**config.mk**
```make
export PLATFORM = sky130hd
export DESIGN_NAME = timing_sequencer
export DESIGN_NICKNAME = d
export VERILOG_FILES = /design/src/rtl/timing_sequencer.sv
export SDC_FILE = /design/constraint.sdc
export NUM_CORES = 1
export LEC_CHECK = 0
export CAP_MARGIN = 20
export CORE_MARGIN = 4
export CORE_UTILIZATION = 40
export DETAILED_ROUTE_END_ITERATION = 8
export PLACE_DENSITY = 0.82
export SYNTH_ARGS = -nofsm -noshare
export SYNTH_HDL_FRONTEND = slang
export SYNTH_SLANG_ARGS = --single-unit
```
**constraint.sdc**
```tcl
create_clock -name clock -period 2.92 [get_ports clock]
set_input_delay 0.876 -clock clock [delete_from_list [all_inputs] [get_ports clock]]
set_output_delay 0.876 -clock clock [all_outputs]
set_load 0.005 [all_outputs]
```
**src/rtl/timing_sequencer.sv**
```systemverilog
// One-hot t1..t8 cycle sequencer and opcode latch for the M6502 core.
// Interrupt injection (NMI edge / IRQ level -> BRK) is built only when M6502_INTERRUPT_EN is defined.
module timing_sequencer #(
    parameter int unsigned TIMING_WIDTH = 8,
    parameter logic [7:0]  RESET_OPCODE = 8'hEA,
    parameter logic [7:0]  BRK_OPCODE   = 8'h00
) (
    input  logic                    clock,
    input  logic                    reset_n,
    input  logic                    rdy,
    input  logic                    write_en,
    input  logic                    timing_reset,
    input  logic [7:0]              data_in,
    input  logic                    irq_n,
    input  logic                    nmi_n,
    input  logic                    i_flag,
    output logic [TIMING_WIDTH-1:0] timing,
    output logic [7:0]              opcode,
    output logic                    sync,
    output logic                    int_active,
    output logic [1:0]              vector_sel,
    output logic                    jam
);

    localparam logic [TIMING_WIDTH-1:0] T1_STATE   = {{(TIMING_WIDTH-1){1'b0}}, 1'b1};
    localparam logic [1:0]              VEC_NONE   = 2'b00;
    localparam logic [1:0]              VEC_NMI    = 2'b01;
    localparam logic [1:0]              VEC_IRQ    = 2'b11;

    logic [TIMING_WIDTH-1:0] timing_q, timing_d;
    logic [7:0]              opcode_q, opcode_d;
    logic                    jam_q, jam_d;
    logic                    advance;
    logic                    fetch;

    // Write cycles cannot be stretched, so they advance even with rdy low.
    assign advance = (rdy | write_en) & ~jam_q;
    assign fetch   = advance & timing_q[0];

    always_comb begin
        timing_d = timing_q;
        jam_d    = jam_q;
        if (advance) begin
            if (timing_reset) begin
                timing_d = T1_STATE;
            end else if (timing_q[TIMING_WIDTH-1]) begin
                timing_d = '0;
                jam_d    = 1'b1;
            end else begin
                timing_d = timing_q << 1;
            end
        end
    end

`ifdef M6502_INTERRUPT_EN
    logic       nmi_n_q;
    logic       nmi_pending_q, nmi_pending_d;
    logic       int_active_q, int_active_d;
    logic [1:0] vector_sel_q, vector_sel_d;
    logic       inject_nmi, inject_irq;

    assign inject_nmi = fetch & nmi_pending_q;
    assign inject_irq = fetch & ~nmi_pending_q & ~irq_n & ~i_flag;

    always_comb begin
        opcode_d      = opcode_q;
        int_active_d  = int_active_q;
        vector_sel_d  = vector_sel_q;
        nmi_pending_d = nmi_pending_q;
        if (fetch) begin
            opcode_d = (inject_nmi | inject_irq) ? BRK_OPCODE : data_in;
        end
        if (advance & timing_reset & int_active_q) begin
            int_active_d = 1'b0;
            vector_sel_d = VEC_NONE;
        end
        if (inject_nmi) begin
            int_active_d  = 1'b1;
            vector_sel_d  = VEC_NMI;
            nmi_pending_d = 1'b0;
        end else if (inject_irq) begin
            int_active_d = 1'b1;
            vector_sel_d = VEC_IRQ;
        end
        // A fresh falling edge overrides the clear from a same-cycle NMI injection.
        if (nmi_n_q & ~nmi_n) begin
            nmi_pending_d = 1'b1;
        end
    end

    always_ff @(posedge clock) begin
        if (!reset_n) begin
            nmi_n_q       <= 1'b1;
            nmi_pending_q <= 1'b0;
            int_active_q  <= 1'b0;
            vector_sel_q  <= VEC_NONE;
        end else begin
            nmi_n_q       <= nmi_n;
            nmi_pending_q <= nmi_pending_d;
            int_active_q  <= int_active_d;
            vector_sel_q  <= vector_sel_d;
        end
    end

    assign int_active = int_active_q;
    assign vector_sel = vector_sel_q;
`else
    logic unused_int_inputs;
    assign unused_int_inputs = &{1'b0, irq_n, nmi_n, i_flag};

    always_comb begin
        opcode_d = opcode_q;
        if (fetch) begin
            opcode_d = data_in;
        end
    end

    assign int_active = 1'b0;
    assign vector_sel = VEC_NONE;
`endif

    always_ff @(posedge clock) begin
        if (!reset_n) begin
            timing_q <= T1_STATE;
            opcode_q <= RESET_OPCODE;
            jam_q    <= 1'b0;
        end else begin
            timing_q <= timing_d;
            opcode_q <= opcode_d;
            jam_q    <= jam_d;
        end
    end

    assign timing = timing_q;
    assign opcode = opcode_q;
    assign jam    = jam_q;
    assign sync   = timing_q[0];

endmodule

```
# After elaboration in Yosys (flattened, before gate mapping)
# Index checks and enable logic that the tools add are counted.
# W data, S select, Z words.
classes:
  div_mod_pow: 0
  eq_ne: 0
  reduce_logical: 1
  n_shift: 0
  add_sub_neg: 0
  mux: 2
  n_lt_le_gt_ge: 0
  n_mul: 0
  bitwise: 5
ops:
  columns: ["op", "n"]
  rows:
  - ["$mux W8", 2]
  - ["$reduce_and A3 Y1", 1]
  - ["$and A1 B1 Y1", 2]
  - ["$not A1 Y1", 2]
  - ["$or A1 B1 Y1", 1]
word_totals:
  out_inout_bits: 21
  reg_bits: 17
  mem_bits_rw: 0
  word_cells: 11
  latch_bits: 0
  romBits: 0
  in_bits: 16
  mem_count: 0

# Longest topological paths before layout
logic_depth:
  word_depth: 3
  depth_mapped: 4
  ltp_nobuf: 3

# Worst setup path after synthesis
# OpenSTA, ideal clock, no wires.
synth_timing:
  path_type: "input to register"
  from: "input port write_en"
  to: "register timing_q[1] (netlist: timing[1])"
  n_path_buf: 0
  t_arrival_ps: 1368
  slack_ps: 1436
  required_time_ps: 2805
  setup_time_ps: 115
  stages: 3
  cell_sequence: "o21bai_4 > nor2_2 > a31o_1"
synth_via:
  elab_chain_cells: 2
synth_rtl:
  columns: ["item", "line", "source"]
  rows:
  - ["from (decl)", "11", "input logic write_en,"]
  - ["$or A1 B1 Y1", "37", "assign advance = (rdy | write_en) & ~jam_q;"]
  - ["$and A1 B1 Y1", "37", null]
  - ["to (signal assigned)", "128", "timing_q <= timing_d;"]
  - ["to (decl)", "30", "logic [TIMING_WIDTH-1:0] timing_q, timing_d;"]
# No other way between the ends.
# A chain may end at the register's enable or synchronous reset.

# Final worst setup path
layout_timing:
  from: "register timing_q[0] (netlist: timing[0])"
  to: "output port sync"
layout_lines:
  columns: ["item", "line", "source"]
  rows:
  - ["to (decl)", "19", "output logic sync,"]
# No word-level cell between the ends.

==> results.yml <==
status:
  status: "complete, no violations"
floorplanning:
  initial_core_util: 0.4443
  io_pins: 37
  die_area_sq_um: 2508
  chipWidth_microns: 50.08
  num_rows: 14
  core_sq_um: 1594
  die_y_microns: 50.08
timing:
  fmax_mhz: 452.6
  hold_viol: 0
  finalCritPeriodShare: 0.7567
  slew_viol_final: 0
  max_slew_margin: 0.6583
  layout_setup_ws_ns: 0.7106
  fin_skew_ns: 0.007210
  finalCriticalPeriod_ns: 2.209
  setup_viol: 0
  setup_tns_ns: 0
  worst_pin_slew_ns: 0.5110
  grt_setup_unrepaired: "no"
route:
  wl_per_cell_microns: 11.74
  ant_nets: 0
  drtIter0Drc: 17
  finalWirelength_microns: 1562
  vias: 642
  vias_per_cell: 4.827
  drtPass1Iterations: 4
  drc: 0
cells_and_area:
  drive_gt1_frac: 0.08257
  n_fill_cell: 132
  nets: 126
  final_core_util: 0.6421
  diodes: 0
  layoutNonFillerInstCount: 133
  area_growth_pct: 44.52
yosys:
  ys_seq_area_frac: 0.4806
  synth_cells: 80
  synth_top_area_frac: 0.4806
  synth_area_leaders: "dfxtp_1, nand3_1, mux2i_1"
  ys_ff_latch: 17
  yosysWarnings: 0
  synth_area_sq_um: 708.2
  yosys.area.top_type: "dfxtp_1"
  syn_area_per_cell_sq_um: 8.852
  synth_cell_type_count: 20
power:
  p_leak_uw: 0.0003909
  ir_worst_vdd_uv: 322.6
  p_per_area_nw_per_um2: 443.5
  power.total_uw: 453.9
worst_setup_path:
  end_kind: "output pin"
  r2r_cells: 3
  path_depth: 1
  crit_fanout: 8
  reg2reg_from: "timing[0]"
  r2r_end: "opcode[0]"
  cp.arrival_ns: 1.33
  max_stage_delay_ns: 0.56
  start_kind: "register"
  critPathRequiredTime_ns: 2.04
  cp_cell_sequence: "clkdlybuf4s50_1"
  cpMaxStageDelayCell: "clkdlybuf4s50_1"
  cp-startpoint: "timing[0]"
  critical_path_class: "reg -> out"
  cp_top_family: "buffers and inverters"
  path_buf_inv: 1
  crit_end: "sync"
  r2r_slack_ns: 1.77
grt:
  grt_overflow: 0
  grt_pass1_wl_microns: 2511
  antenna_found_initial: 0
  grt_max_degree: 20
  grt_pass1_vias: 594
  gr-usage-all-layers: 0.1312
cts:
  clkTransAtPathRegs_ns: 0.09
  cts_resized: 0
  cts_setup_buffers: 0
  ctsLongestPathBuffers: 2
  h-tree-depth: 1
  postCtsHoldBufs: 0
  clock_latency_ns: 0.29
  cts_num_sinks: 17
  cts_tree: "built"
  root_buffer: "clkbuf_4"
  cts-buffers-inserted: 3
placed_design:
  numPortBuffers: 30
  dp_hpwl_microns: 1188
  dp_slack_ns: 0.6700
  place.gp.congestion: 0.6731
  post-place-cells: 129
worst_hold_path:
  hp-class: "reg -> reg"
flow_run:
  max_cap_viol_count: 0
## sequential cells by signal, indices dropped and copies added, names as in the netlist
name and cells:
timing 8, jam 1, opcode 8
## synthesized netlist by cell type
| cell type | instances |
|---|---|
| and3_1 | 1 |
| mux2i_1 | 3 |
| a31o_1 | 1 |
| nand3_1 | 22 |
| inv_2 | 1 |
| o21ba_2 | 1 |
| o21a_1 | 1 |
| buf_6 | 1 |
| nor2_1 | 1 |
| o21ai_0 | 6 |
| conb_1 | 1 |
| nand2_1 | 7 |
| o211ai_1 | 1 |
| nor3b_1 | 1 |
| dfxtp_1 | 17 |
| o21ai_1 | 5 |
| nor2_2 | 2 |
| buf_4 | 4 |
| o21bai_4 | 1 |
| buf_2 | 3 |
## stage by stage
stage          hold WS, ns  instance area (sq um)
3_5_place_dp        0.4569                  997.2
5_1_grt             0.4827                   1023
4_1_cts             0.4737                   1023
3_3_place_gp        0.4413                  997.2
6_report            0.4662                   1023
2_1_floorplan       0.4511                  715.7
## final cells by class
| type | instances | area, sq um | share of cell area |
|---|---|---|---|
| Sequential cell | 17 | 340.3 | 0.3325 |
| Tap cell | 24 | 30.03 | 0.02934 |
| Timing Repair Buffer | 31 | 307.8 | 0.3007 |
| Inverter | 1 | 3.754 | 0.003667 |
| Clock buffer | 4 | 26.28 | 0.02567 |
| Multi-Input combinational cell | 56 | 315.3 | 0.3081 |
## how the worst min path moves through the flow
| stage | startpoint | endpoint | slack, ns | depth (start not counted) |
|---|---|---|---|---|
| 3_3_place_gp | opcode[0] | opcode[0] | 0.44 | 2 |
| 4_1_cts | opcode[4] | opcode[4] | 0.47 | 2 |
| 6_report | opcode[0] | opcode[0] | 0.47 | 2 |
| 3_5_place_dp | opcode[4] | opcode[4] | 0.46 | 2 |
| 5_1_grt | opcode[0] | opcode[0] | 0.48 | 2 |
| 2_1_floorplan | opcode[0] | opcode[0] | 0.45 | 2 |
## kinds of logic after synthesis
family | share of synthesized area
simple gates | 0.2350
flops | 0.4806
compound gates | 0.1520
buf+inv | 0.08479
mux | 0.04240
other cells | 0.005295
## placed cells by master, fill, tap and decap left out, types with 2 or more instances in the layout
cell type        instances
clkbuf_4                 3
clkdlybuf4s50_1         30
conb_1                   3
dfxtp_1                 17
mux2i_1                  3
nand2_1                  7
nand3_1                 22
nor2_2                   2
o21ai_0                  6
o21ai_1                  5
## per-layer routing
layer | wire length, microns | track usage | part of all wire
met2 | 726 | 0.2022 | 0.46
met5 | 0 | 0 | 0
met3 | 123 | 0.04819 | 0.079
met4 | 29 | 0.09217 | 0.019
met1 | 683 | 0.1473 | 0.44
## report_power, final
group	total (uW)	switching [uW]	internal, uW
sequential	251	7.18	244
combinational	81.3	34.0	47.3
clock	122	68.7	53.1
total	454	110	344
Power figures use the tool's default switching activity.
